## src/rtl/incdec_exec_pkg.sv

```systemverilog
`default_nettype none
// ============================================================================
//  Module      : incdec_exec_pkg
//  Description : Shared definitions for the INR/DCR execution sequencer:
//                8085 register codes, flag bit positions, sequencer states.
//  Revision    : 1.0  initial release
// ============================================================================
package incdec_exec_pkg;

    // 8085 DDD register codes; code 3'b110 selects memory at HL
    localparam logic [2:0] REG_B = 3'b000;
    localparam logic [2:0] REG_C = 3'b001;
    localparam logic [2:0] REG_D = 3'b010;
    localparam logic [2:0] REG_E = 3'b011;
    localparam logic [2:0] REG_H = 3'b100;
    localparam logic [2:0] REG_L = 3'b101;
    localparam logic [2:0] REG_M = 3'b110;
    localparam logic [2:0] REG_A = 3'b111;

    // Flag register bit positions
    localparam int FLAG_S  = 7;
    localparam int FLAG_Z  = 6;
    localparam int FLAG_AC = 4;
    localparam int FLAG_P  = 2;
    localparam int FLAG_CY = 0;

    typedef enum logic [2:0] {
        ST_IDLE = 3'd0,
        ST_MRD  = 3'd1,
        ST_EXEC = 3'd2,
        ST_MWR  = 3'd3,
        ST_WB   = 3'd4
    } state_t;

    function automatic logic is_mem(input logic [2:0] code);
        return code == REG_M;
    endfunction

endpackage
`default_nettype wire

```

## src/rtl/incdec_exec_if.sv

```systemverilog
`default_nettype none
// ============================================================================
//  Module      : incdec_exec_if
//  Description : Bundle of the sequencer's control, register-file, memory and
//                flag-register signals.
//                slave  : the sequencer side (drives the o* signals)
//                master : the control unit / regfile / bus-unit side
//  Revision    : 1.0  initial release
// ============================================================================
interface incdec_exec_if #(
    parameter int DATASIZE = 8,
    parameter int ADDRSIZE = 16,
    parameter int FLAGSIZE = 8
);
    // control unit
    logic                iStart;
    logic                iDec;
    logic [2:0]          iReg;
    logic [ADDRSIZE-1:0] iHL;
    logic [FLAGSIZE-1:0] iFlag;
    // register file
    logic [2:0]          oRRdAddr;
    logic [DATASIZE-1:0] iRRdData;
    logic                oRWrEn;
    logic [2:0]          oRWrAddr;
    logic [DATASIZE-1:0] oRWrData;
    // memory / bus interface unit
    logic                oMemRd;
    logic                oMemWr;
    logic [ADDRSIZE-1:0] oMemAddr;
    logic [DATASIZE-1:0] oMemWData;
    logic [DATASIZE-1:0] iMemRData;
    logic                iMemRdy;
    // flags and status
    logic                oFlagWr;
    logic [FLAGSIZE-1:0] oFlag;
    logic                oBusy;
    logic                oDone;

    modport slave (
        input  iStart, iDec, iReg, iHL, iFlag, iRRdData, iMemRData, iMemRdy,
        output oRRdAddr, oRWrEn, oRWrAddr, oRWrData, oMemRd, oMemWr,
               oMemAddr, oMemWData, oFlagWr, oFlag, oBusy, oDone
    );

    modport master (
        output iStart, iDec, iReg, iHL, iFlag, iRRdData, iMemRData, iMemRdy,
        input  oRRdAddr, oRWrEn, oRWrAddr, oRWrData, oMemRd, oMemWr,
               oMemAddr, oMemWData, oFlagWr, oFlag, oBusy, oDone
    );
endinterface
`default_nettype wire

```

## src/rtl/incdec_exec_incdec.sv

```systemverilog
`default_nettype none
// ============================================================================
//  Module      : incdec
//  Description : Combinational increment/decrement unit with 8085 status.
//                iData  operand, iDec 0=increment 1=decrement
//                oRes   result modulo 2^DATASIZE
//                oS/oZ/oAC/oP  sign, zero, auxiliary carry, even parity
//  Revision    : 1.0  initial release
// ============================================================================
module incdec #(
    parameter int DATASIZE = 8
) (
    input  wire logic [DATASIZE-1:0] iData,
    input  wire logic                iDec,
    output logic      [DATASIZE-1:0] oRes,
    output logic                     oS,
    output logic                     oZ,
    output logic                     oAC,
    output logic                     oP
);
    always_comb begin
        oRes = iDec ? (iData - DATASIZE'(1)) : (iData + DATASIZE'(1));
        oS   = oRes[DATASIZE-1];
        oZ   = (oRes == '0);
        oP   = ~^oRes;
        // Carry out of bit 3 on increment, borrow into bit 4 on decrement
        oAC  = iDec ? (iData[3:0] == 4'h0) : (iData[3:0] == 4'hF);
    end
endmodule
`default_nettype wire

```

## src/rtl/incdec_exec.sv

```systemverilog
`default_nettype none
// ============================================================================
//  Module      : incdec_exec
//  Description : Execution sequencer for 8085 INR r / DCR r / INR M / DCR M.
//                Fetches the operand (register file or memory at HL), runs it
//                through the incdec unit, writes back result and merged flags.
//  Ports       : iClk    clock, rising edge
//                iRst_n  asynchronous reset, active low
//                bus     incdec_exec_if.slave: start/opcode/HL/flags in,
//                        regfile read/write, memory read/write handshake,
//                        flag write, busy and done status
//  Revision    : 1.0  initial release
// ============================================================================
module incdec_exec
    import incdec_exec_pkg::*;
#(
    parameter int DATASIZE = 8,
    parameter int ADDRSIZE = 16,
    parameter int FLAGSIZE = 8
) (
    input  wire logic     iClk,
    input  wire logic     iRst_n,
    incdec_exec_if.slave  bus
);
    state_t              state_q, state_d;
    logic                dec_q, dec_d;
    logic [2:0]          code_q, code_d;
    logic [ADDRSIZE-1:0] hl_q, hl_d;
    logic [FLAGSIZE-1:0] flag_q, flag_d;     // flags as sampled at start
    logic [DATASIZE-1:0] opnd_q, opnd_d;
    logic [DATASIZE-1:0] res_q, res_d;
    logic [FLAGSIZE-1:0] nflag_q, nflag_d;   // merged flags for write-back

    logic [DATASIZE-1:0] w_res;
    logic                w_s, w_z, w_ac, w_p;
    logic [FLAGSIZE-1:0] w_flag;

    incdec #(.DATASIZE(DATASIZE)) u_incdec (
        .iData (opnd_q),
        .iDec  (dec_q),
        .oRes  (w_res),
        .oS    (w_s),
        .oZ    (w_z),
        .oAC   (w_ac),
        .oP    (w_p)
    );

    // Carry and the unused bits pass through untouched: INR/DCR never alter CY
    always_comb begin
        w_flag          = flag_q;
        w_flag[FLAG_S]  = w_s;
        w_flag[FLAG_Z]  = w_z;
        w_flag[FLAG_AC] = w_ac;
        w_flag[FLAG_P]  = w_p;
    end

    // Register read address follows the opcode directly so the operand is
    // available in the same cycle the start is accepted.
    assign bus.oRRdAddr = bus.iReg;

    always_comb begin
        state_d = state_q;
        dec_d   = dec_q;
        code_d  = code_q;
        hl_d    = hl_q;
        flag_d  = flag_q;
        opnd_d  = opnd_q;
        res_d   = res_q;
        nflag_d = nflag_q;
        case (state_q)
            ST_IDLE: begin
                if (bus.iStart) begin
                    dec_d  = bus.iDec;
                    code_d = bus.iReg;
                    hl_d   = bus.iHL;
                    flag_d = bus.iFlag;
                    if (is_mem(bus.iReg)) begin
                        state_d = ST_MRD;
                    end else begin
                        opnd_d  = bus.iRRdData;
                        state_d = ST_EXEC;
                    end
                end
            end
            ST_MRD: begin
                if (bus.iMemRdy) begin
                    opnd_d  = bus.iMemRData;
                    state_d = ST_EXEC;
                end
            end
            ST_EXEC: begin
                res_d   = w_res;
                nflag_d = w_flag;
                state_d = is_mem(code_q) ? ST_MWR : ST_WB;
            end
            ST_MWR: begin
                if (bus.iMemRdy) state_d = ST_WB;
            end
            ST_WB:   state_d = ST_IDLE;
            default: state_d = ST_IDLE;
        endcase
    end

    // Moore outputs: everything decoded from the registered state, so an
    // asynchronous reset drops every strobe at once.
    always_comb begin
        bus.oRWrEn    = 1'b0;
        bus.oRWrAddr  = '0;
        bus.oRWrData  = '0;
        bus.oMemRd    = 1'b0;
        bus.oMemWr    = 1'b0;
        bus.oMemAddr  = '0;
        bus.oMemWData = '0;
        bus.oFlagWr   = 1'b0;
        bus.oFlag     = '0;
        bus.oDone     = 1'b0;
        bus.oBusy     = (state_q != ST_IDLE);
        case (state_q)
            ST_MRD: begin
                bus.oMemRd   = 1'b1;
                bus.oMemAddr = hl_q;
            end
            ST_MWR: begin
                bus.oMemWr    = 1'b1;
                bus.oMemAddr  = hl_q;
                bus.oMemWData = res_q;
            end
            ST_WB: begin
                bus.oFlagWr = 1'b1;
                bus.oFlag   = nflag_q;
                bus.oDone   = 1'b1;
                if (!is_mem(code_q)) begin
                    bus.oRWrEn   = 1'b1;
                    bus.oRWrAddr = code_q;
                    bus.oRWrData = res_q;
                end
            end
            default: ;
        endcase
    end

    always_ff @(posedge iClk or negedge iRst_n) begin
        if (!iRst_n) begin
            state_q <= ST_IDLE;
            dec_q   <= 1'b0;
            code_q  <= '0;
            hl_q    <= '0;
            flag_q  <= '0;
            opnd_q  <= '0;
            res_q   <= '0;
            nflag_q <= '0;
        end else begin
            state_q <= state_d;
            dec_q   <= dec_d;
            code_q  <= code_d;
            hl_q    <= hl_d;
            flag_q  <= flag_d;
            opnd_q  <= opnd_d;
            res_q   <= res_d;
            nflag_q <= nflag_d;
        end
    end
endmodule
`default_nettype wire

```

## src/flat_wrapper.sv

```systemverilog
// flat-port wrapper written by rule: the top's interface ports become plain ports
module incdec_exec_flat import incdec_exec_pkg::*;
#(
    parameter int DATASIZE = 8,
    parameter int ADDRSIZE = 16,
    parameter int FLAGSIZE = 8
)
  (iClk, iRst_n, bus_iStart, bus_iDec, bus_iReg, bus_iHL, bus_iFlag, bus_iRRdData, bus_iMemRData, bus_iMemRdy, bus_oRRdAddr, bus_oRWrEn, bus_oRWrAddr, bus_oRWrData, bus_oMemRd, bus_oMemWr, bus_oMemAddr, bus_oMemWData, bus_oFlagWr, bus_oFlag, bus_oBusy, bus_oDone);
  incdec_exec_if #(.DATASIZE(DATASIZE), .ADDRSIZE(ADDRSIZE), .FLAGSIZE(FLAGSIZE)) bus_i ();
  input  wire logic iClk;
  input  wire logic iRst_n;
  input wire logic [$bits(bus_i.iStart)-1:0] bus_iStart;
  input wire logic [$bits(bus_i.iDec)-1:0] bus_iDec;
  input wire logic [$bits(bus_i.iReg)-1:0] bus_iReg;
  input wire logic [$bits(bus_i.iHL)-1:0] bus_iHL;
  input wire logic [$bits(bus_i.iFlag)-1:0] bus_iFlag;
  input wire logic [$bits(bus_i.iRRdData)-1:0] bus_iRRdData;
  input wire logic [$bits(bus_i.iMemRData)-1:0] bus_iMemRData;
  input wire logic [$bits(bus_i.iMemRdy)-1:0] bus_iMemRdy;
  output wire logic [$bits(bus_i.oRRdAddr)-1:0] bus_oRRdAddr;
  output wire logic [$bits(bus_i.oRWrEn)-1:0] bus_oRWrEn;
  output wire logic [$bits(bus_i.oRWrAddr)-1:0] bus_oRWrAddr;
  output wire logic [$bits(bus_i.oRWrData)-1:0] bus_oRWrData;
  output wire logic [$bits(bus_i.oMemRd)-1:0] bus_oMemRd;
  output wire logic [$bits(bus_i.oMemWr)-1:0] bus_oMemWr;
  output wire logic [$bits(bus_i.oMemAddr)-1:0] bus_oMemAddr;
  output wire logic [$bits(bus_i.oMemWData)-1:0] bus_oMemWData;
  output wire logic [$bits(bus_i.oFlagWr)-1:0] bus_oFlagWr;
  output wire logic [$bits(bus_i.oFlag)-1:0] bus_oFlag;
  output wire logic [$bits(bus_i.oBusy)-1:0] bus_oBusy;
  output wire logic [$bits(bus_i.oDone)-1:0] bus_oDone;
  assign bus_i.iStart = bus_iStart;
  assign bus_i.iDec = bus_iDec;
  assign bus_i.iReg = bus_iReg;
  assign bus_i.iHL = bus_iHL;
  assign bus_i.iFlag = bus_iFlag;
  assign bus_i.iRRdData = bus_iRRdData;
  assign bus_i.iMemRData = bus_iMemRData;
  assign bus_i.iMemRdy = bus_iMemRdy;
  assign bus_oRRdAddr = bus_i.oRRdAddr;
  assign bus_oRWrEn = bus_i.oRWrEn;
  assign bus_oRWrAddr = bus_i.oRWrAddr;
  assign bus_oRWrData = bus_i.oRWrData;
  assign bus_oMemRd = bus_i.oMemRd;
  assign bus_oMemWr = bus_i.oMemWr;
  assign bus_oMemAddr = bus_i.oMemAddr;
  assign bus_oMemWData = bus_i.oMemWData;
  assign bus_oFlagWr = bus_i.oFlagWr;
  assign bus_oFlag = bus_i.oFlag;
  assign bus_oBusy = bus_i.oBusy;
  assign bus_oDone = bus_i.oDone;
  incdec_exec #(.DATASIZE(DATASIZE), .ADDRSIZE(ADDRSIZE), .FLAGSIZE(FLAGSIZE)) u_core (.iClk(iClk), .iRst_n(iRst_n), .bus(bus_i));
endmodule
```

## config.mk

```make
export PLATFORM = sky130hd
export DESIGN_NAME = incdec_exec_flat
export DESIGN_NICKNAME = d
export VERILOG_FILES = /design/src/rtl/incdec_exec_pkg.sv /design/src/rtl/incdec_exec_if.sv /design/src/rtl/incdec_exec_incdec.sv /design/src/rtl/incdec_exec.sv /design/src/flat_wrapper.sv
export SDC_FILE = /design/constraint.sdc
export NUM_CORES = 1
export LEC_CHECK = 0
export ABC_AREA = 1
export CORE_ASPECT_RATIO = 0.8
export CORE_MARGIN = 2
export CORE_UTILIZATION = 45
export CTS_BUF_LIST = sky130_fd_sc_hd__clkbuf_2
export DETAILED_ROUTE_END_ITERATION = 8
export PLACE_DENSITY = 0.8
export SLEW_MARGIN = 10
export SYNTH_ARGS = -nofsm -noshare
export SYNTH_HDL_FRONTEND = slang
export SYNTH_SLANG_ARGS = --single-unit
```

## constraint.sdc

```tcl
create_clock -name iClk -period 4.6 [get_ports iClk]
set_input_delay 0.46 -clock iClk [delete_from_list [all_inputs] [get_ports iClk]]
set_output_delay 0.46 -clock iClk [all_outputs]
set_load 0.03 [all_outputs]
```

# Word-level counts from Yosys, hierarchy flattened
# Cells that the tools add are included.
# W data, S select, Z words.
[word_totals]
register_bits = 53
inputBits = 48
output_inout_bits = 52
wordCells = 55
[op_classes]
add_sub_neg = 2
n_eq_ne = 11
mux = 24
reduce_logical = 10
[ops]
columns = ["operator", "count"]
rows = [
  ["$mux W8", 8],
  ["$mux W3", 6],
  ["$mux W16", 1],
  ["$pmux W8 S2", 1],
  ["$pmux W3 S4", 1],
  ["$eq A3 B3 Y1 const B", 3],
  ["$add A8 B1 Y8 const B", 1],
  ["$logic_not A8 Y1", 1],
  ["$ne A2 B2 Y1 const B", 4],
  ["$reduce_xnor A8 Y1", 1],
  ["$sub A8 B1 Y8 const B", 1],
  ["$eq A3 B2 Y1 const B", 2],
  ["$mux W1", 6],
  ["$eq A4 B4 Y1 const B", 1],
  ["$logic_not A4 Y1", 1],
  ["$reduce_and A4 Y1", 1],
  ["$eq A3 B1 Y1 const B", 1],
  ["$logic_not A3 Y1", 1],
  ["$reduce_and A3 Y1", 1],
  ["$reduce_bool A3 Y1", 1],
  ["$mux W2", 1],
  ["$reduce_and A2 Y1", 1],
  ["$reduce_bool A2 Y1", 1],
  ["$reduce_or A2 Y1", 1],
]

# Logic depth before layout (Yosys ltp)
[depth]
word_depth = 4
depth_mapped = 15
mapped_depth_nobuf = 15

# By module
# A second synthesis with hierarchy kept.
[hier_totals]
cells_unflattened = 411
area_unflattened_um2 = 2947.8
[by_module_without_submodules]
columns = ["mod", "instances", "cells_per_inst", "area_each_um2", "seq_area_each_um2"]
rows = [
  ["incdec_exec", 1, 321, 2407.3, 1276.2],
  ["incdec", 1, 90, 540.5, 0.0],
]

# Worst setup path before layout
# Ideal clock, no wire load.
[synth_path]
path_kind = "reg-to-output"
startpoint = "reg u_core.state_q[0]"
endpoint = "out bus_oRWrData[0]"
t_arrival_ns = 2.216
t_required_ns = 4.140
path_slack_ns = 1.924
path_stages_with_launch = 8
cell_sequence = "dfrtp_1 > inv_2 > nand2_2 > nor2_1 > inv_2 > nor2_1 > inv_2 > nor2_1"
[synth_between]
elab_chain_len = 2
[synth_rtl]
columns = ["element", "line_no", "text"]
rows = [
  ["from (decl)", "incdec_exec.sv:25", "state_t state_q, state_d;"],
  ["from (signal assigned)", "incdec_exec.sv:153", "state_q <= state_d;"],
  ["$eq A3 B3 Y1", "incdec_exec.sv:118", "case (state_q)"],
  ["$mux W8", "incdec_exec.sv:118", ""],
  ["to (decl)", "flat_wrapper.sv:23", "output wire logic [$bits(bus_i.oRWrData)-1:0] bus_oRWrData;"],
]
# No other way between the ends.

# Final worst setup path
[layout_path]
startpoint = "reg u_core.state_q[0]"
endpoint = "out bus_oRWrData[6]"
# The elaborated chain is that of the path after synthesis.

==> summary.txt <==
Layout
  • Number of antenna diodes: 0
  • Share of cells above drive strength 1: 0.0652
  • Area Overhead vs Synth: 36.7%
  • Layout net count: 549
  • Finished Cell Area: 0.00392 mm2
  • Final Instance Count excl. Fillers: 572
  • Final core utilization: 0.650

Critical path
  • Worst R2R End: u_core.nflag_q[2]
  • Flop2flop setup slack: 2.01 ns
  • CP cell instances: inv_2 > nand2_2 > nor2_1 > inv_2 > nor2_1 > inv_2 > nor2_1 > clkdlybuf4s50_1
  • Reg-to-Reg Start: u_core.dec_q
  • CP Launch Type: flip-flop
  • CP max stage delay: 0.69 ns
  • Worst path top cell family by delay: buffers and inverters
  • Slowest CP cell: clkdlybuf4s50_1
  • Register-to-Register Path Depth: 14
  • Critical path capture point type: output port
  • CP Data Required Time: 4.14 ns
  • Worst path buffer plus inverter count: 4
  • Crit-path max FO: 12
  • Crit Path Category: reg2out
  • Crit path DAT: 2.60 ns

Pwr
  • Combinational share of power: 0.643
  • Tot Pwr: 2.81 mW
  • Pint: 1.42 mW
  • Power share of the sequential group: 0.273
  • Pwr/cell area: 717 mW/mm2
  • Psw: 1.39 mW
  • Power share of the clock group: 0.084
  • Max IR drop VDD: 0.366 mV
  • Switching share of total power: 0.496
  • Static Leak: 1.98 nW

Drt
  • Initial drt markers: 119
  • Via/cell ratio: 4.76
  • Routed WL: 6.72 mm
  • Vias: 2722
  • Routed WL per cell: 11.8 um
  • Drt pass-1 iters: 4
  • Final ANT Viol Nets: 0
  • DRC viols: 0

Clock network
  • Clock slew at reported path FFs: 0.27 ns
  • Post-cts sizing count: 0
  • CTS tree: built
  • TritonCTS Buffers: 5
  • Post-CTS Hold Buffers: 0
  • CTS Buffer Depth: 2
  • Clock Latency Late Sink: 0.43 ns
  • Clock sink count: 50
  • H-tree depth: 2
  • Setup Buffers After CTS: 0
  • Clock root buffer: clkbuf_2

Floorplan
  • Starting Density: 0.475
  • Die H: 75.4 um
  • Total die area: 0.00703 mm2
  • Rows: 25
  • Die W: 93.3 um
  • Core area: 0.00604 mm2
  • I/O pins: 100

Global route
  • Total global-route track usage: 0.209
  • Largest net degree at the start of global routing: 51
  • GRT Residual Overflow: 0
  • Vias in the first global route: 2582
  • Initial antenna violation count: 0
  • First-pass GRT wire length: 11.6 mm

Placement
  • Post-DP Area: 0.00385 mm2
  • HPWL after DPL: 5.28 mm
  • I/O Buffers: 95
  • Placed cell count: 564
  • Final GP Congestion: 0.869

Synth
  • Post-synth cell types: 24
  • Share of the synthesized area in the top cell type: 0.436
  • Synthesized area: 0.00287 mm2
  • Post-Synthesis Cells: 401
  • FF+latch count, synth: 50
  • Cell accounting for the most synthesized area: dfrtp_1
  • Register area share after synthesis: 0.436
  • Leading post-synthesis cells by cell area: dfrtp_1 (44%), nand2_1 (15%), nor2_1 (9.2%)
  • Count of yosys warnings during synthesis: 0
  • Mapped Avg Cell Area: 7.15 um2
  • Synthesized Nets: 460

Timing
  • Actual slew at the worst max-slew pin: 1.08 ns
  • Slew Limit Fails: 0
  • Fin Clk Skew: 0.0407 ns
  • Hold Fails Final Rpt: 0
  • Tmin final: 3.06 ns
  • Tcrit/Tclk final: 0.665
  • Fin Setup TNS: 0 ns
  • Max Fclk: 327 MHz
  • RSZ-0062 raised after global routing: false
  • Slew Limit Headroom: 0.277
  • # setup viols final: 0

Run status
  • Status: finished clean

Min path
  • Hold Path Class: in2async

Flow run
  • Max cap viols: 0
-- layout by cell type (no fill, tap or decap), drive strengths merged --
| cell type | netlist | layout |
|---|---|---|
| nand2 | 122 | 122 |
| nand3b | 4 | 4 |
| inv | 59 | 60 |
| nor2 | 72 | 72 |
| clkbuf | 4 | 5 |
| clkinv | 0 | 1 |
| buf | 10 | 2 |
| o21ai | 18 | 18 |
| nor3 | 1 | 1 |
| a21oi | 22 | 22 |
| xnor2 | 3 | 3 |
| clkdlybuf4s50 | 0 | 94 |
| ha | 10 | 10 |
| bufinv | 0 | 1 |
| or2 | 2 | 2 |
| nand3 | 21 | 21 |
| fa | 1 | 1 |
| nand4 | 2 | 2 |
| dfrtp | 50 | 50 |
-- flip-flops by register name, indices dropped and copies added, names as in the netlist --
signal and cells:
u_core.code_q 3, u_core.dec_q 1, u_core.flag_q 4, u_core.hl_q 16, u_core.nflag_q 8, u_core.opnd_q 8
u_core.res_q 7, u_core.state_q 3
-- routing by layer --
layer	vias up	part of all wire	wire [um]	track usage
li1	1405	-	-	-
met1	1232	0.46	3110	0.269
met2	79	0.47	3170	0.376
met3	6	0.055	372	0.0307
met4	0	0.011	72	0.0539
met5	-	0	0	0
-- logic make-up after synthesis --
kind of cell | Yosys count | share of synthesized area
adder cells (fa/ha/maj) | 11 | 0.0506
flip-flops | 50 | 0.436
AO/OA/AOI/OAI | 40 | 0.0750
buffers and inverters | 73 | 0.103
XOR/XNOR | 3 | 0.00916
AND/OR/NAND/NOR | 224 | 0.325
-- through the flow --
step,setup slack (ns),hold WS [ns]
floorplan,1.92,0.164
global placement,2.07,0.456
detailed placement,1.99,0.459
CTS,1.51,0.213
global route,1.31,0.229
finish,1.54,0.187
-- cells in the mapped netlist, drive strengths merged --
cell      n
xnor2     3
a21oi    22
nand2   122
nand4     2
o21ai    18
nand3b    4
inv      59
buf      10
clkbuf    4
fa        1
ha       10
nor3      1
nor2     72
or2       2
dfrtp    50
nand3    21
-- power groups by stage --
stage | Combinational (mW) | Clock, mW | Sequential [mW]
2_1_floorplan | 1.34 | 0 | 0.749
3_3_place_gp | 1.71 | 0 | 0.773
3_5_place_dp | 1.80 | 0 | 0.780
4_1_cts | 1.81 | 0.241 | 0.769
5_1_grt | 2.05 | 0.257 | 0.796
6_report | 1.81 | 0.235 | 0.768
-- cell type report --
cell class	count	area (um2)
clock inverter	3	43.8
tap	81	101
multi-input combinational	278	1330
sequential	50	1250
clock buffer	5	25.0
timing repair buffer	96	953
fill	542	2120
inverter	59	221
-- worst max-delay path by stage --
stage	from	end	cells past startpoint
after global placement	u_core.dec_q	u_core.nflag_q[2]	14
final	u_core.state_q[0]	bus_oRWrData[6]	8
after CTS	u_core.state_q[0]	bus_oRWrData[6]	8
after global routing	u_core.state_q[0]	bus_oRWrData[6]	8
after detailed placement	u_core.dec_q	u_core.nflag_q[2]	14
after floorplan	u_core.state_q[0]	bus_oRWrData[0]	7
(Power assumes the default switching activity.)
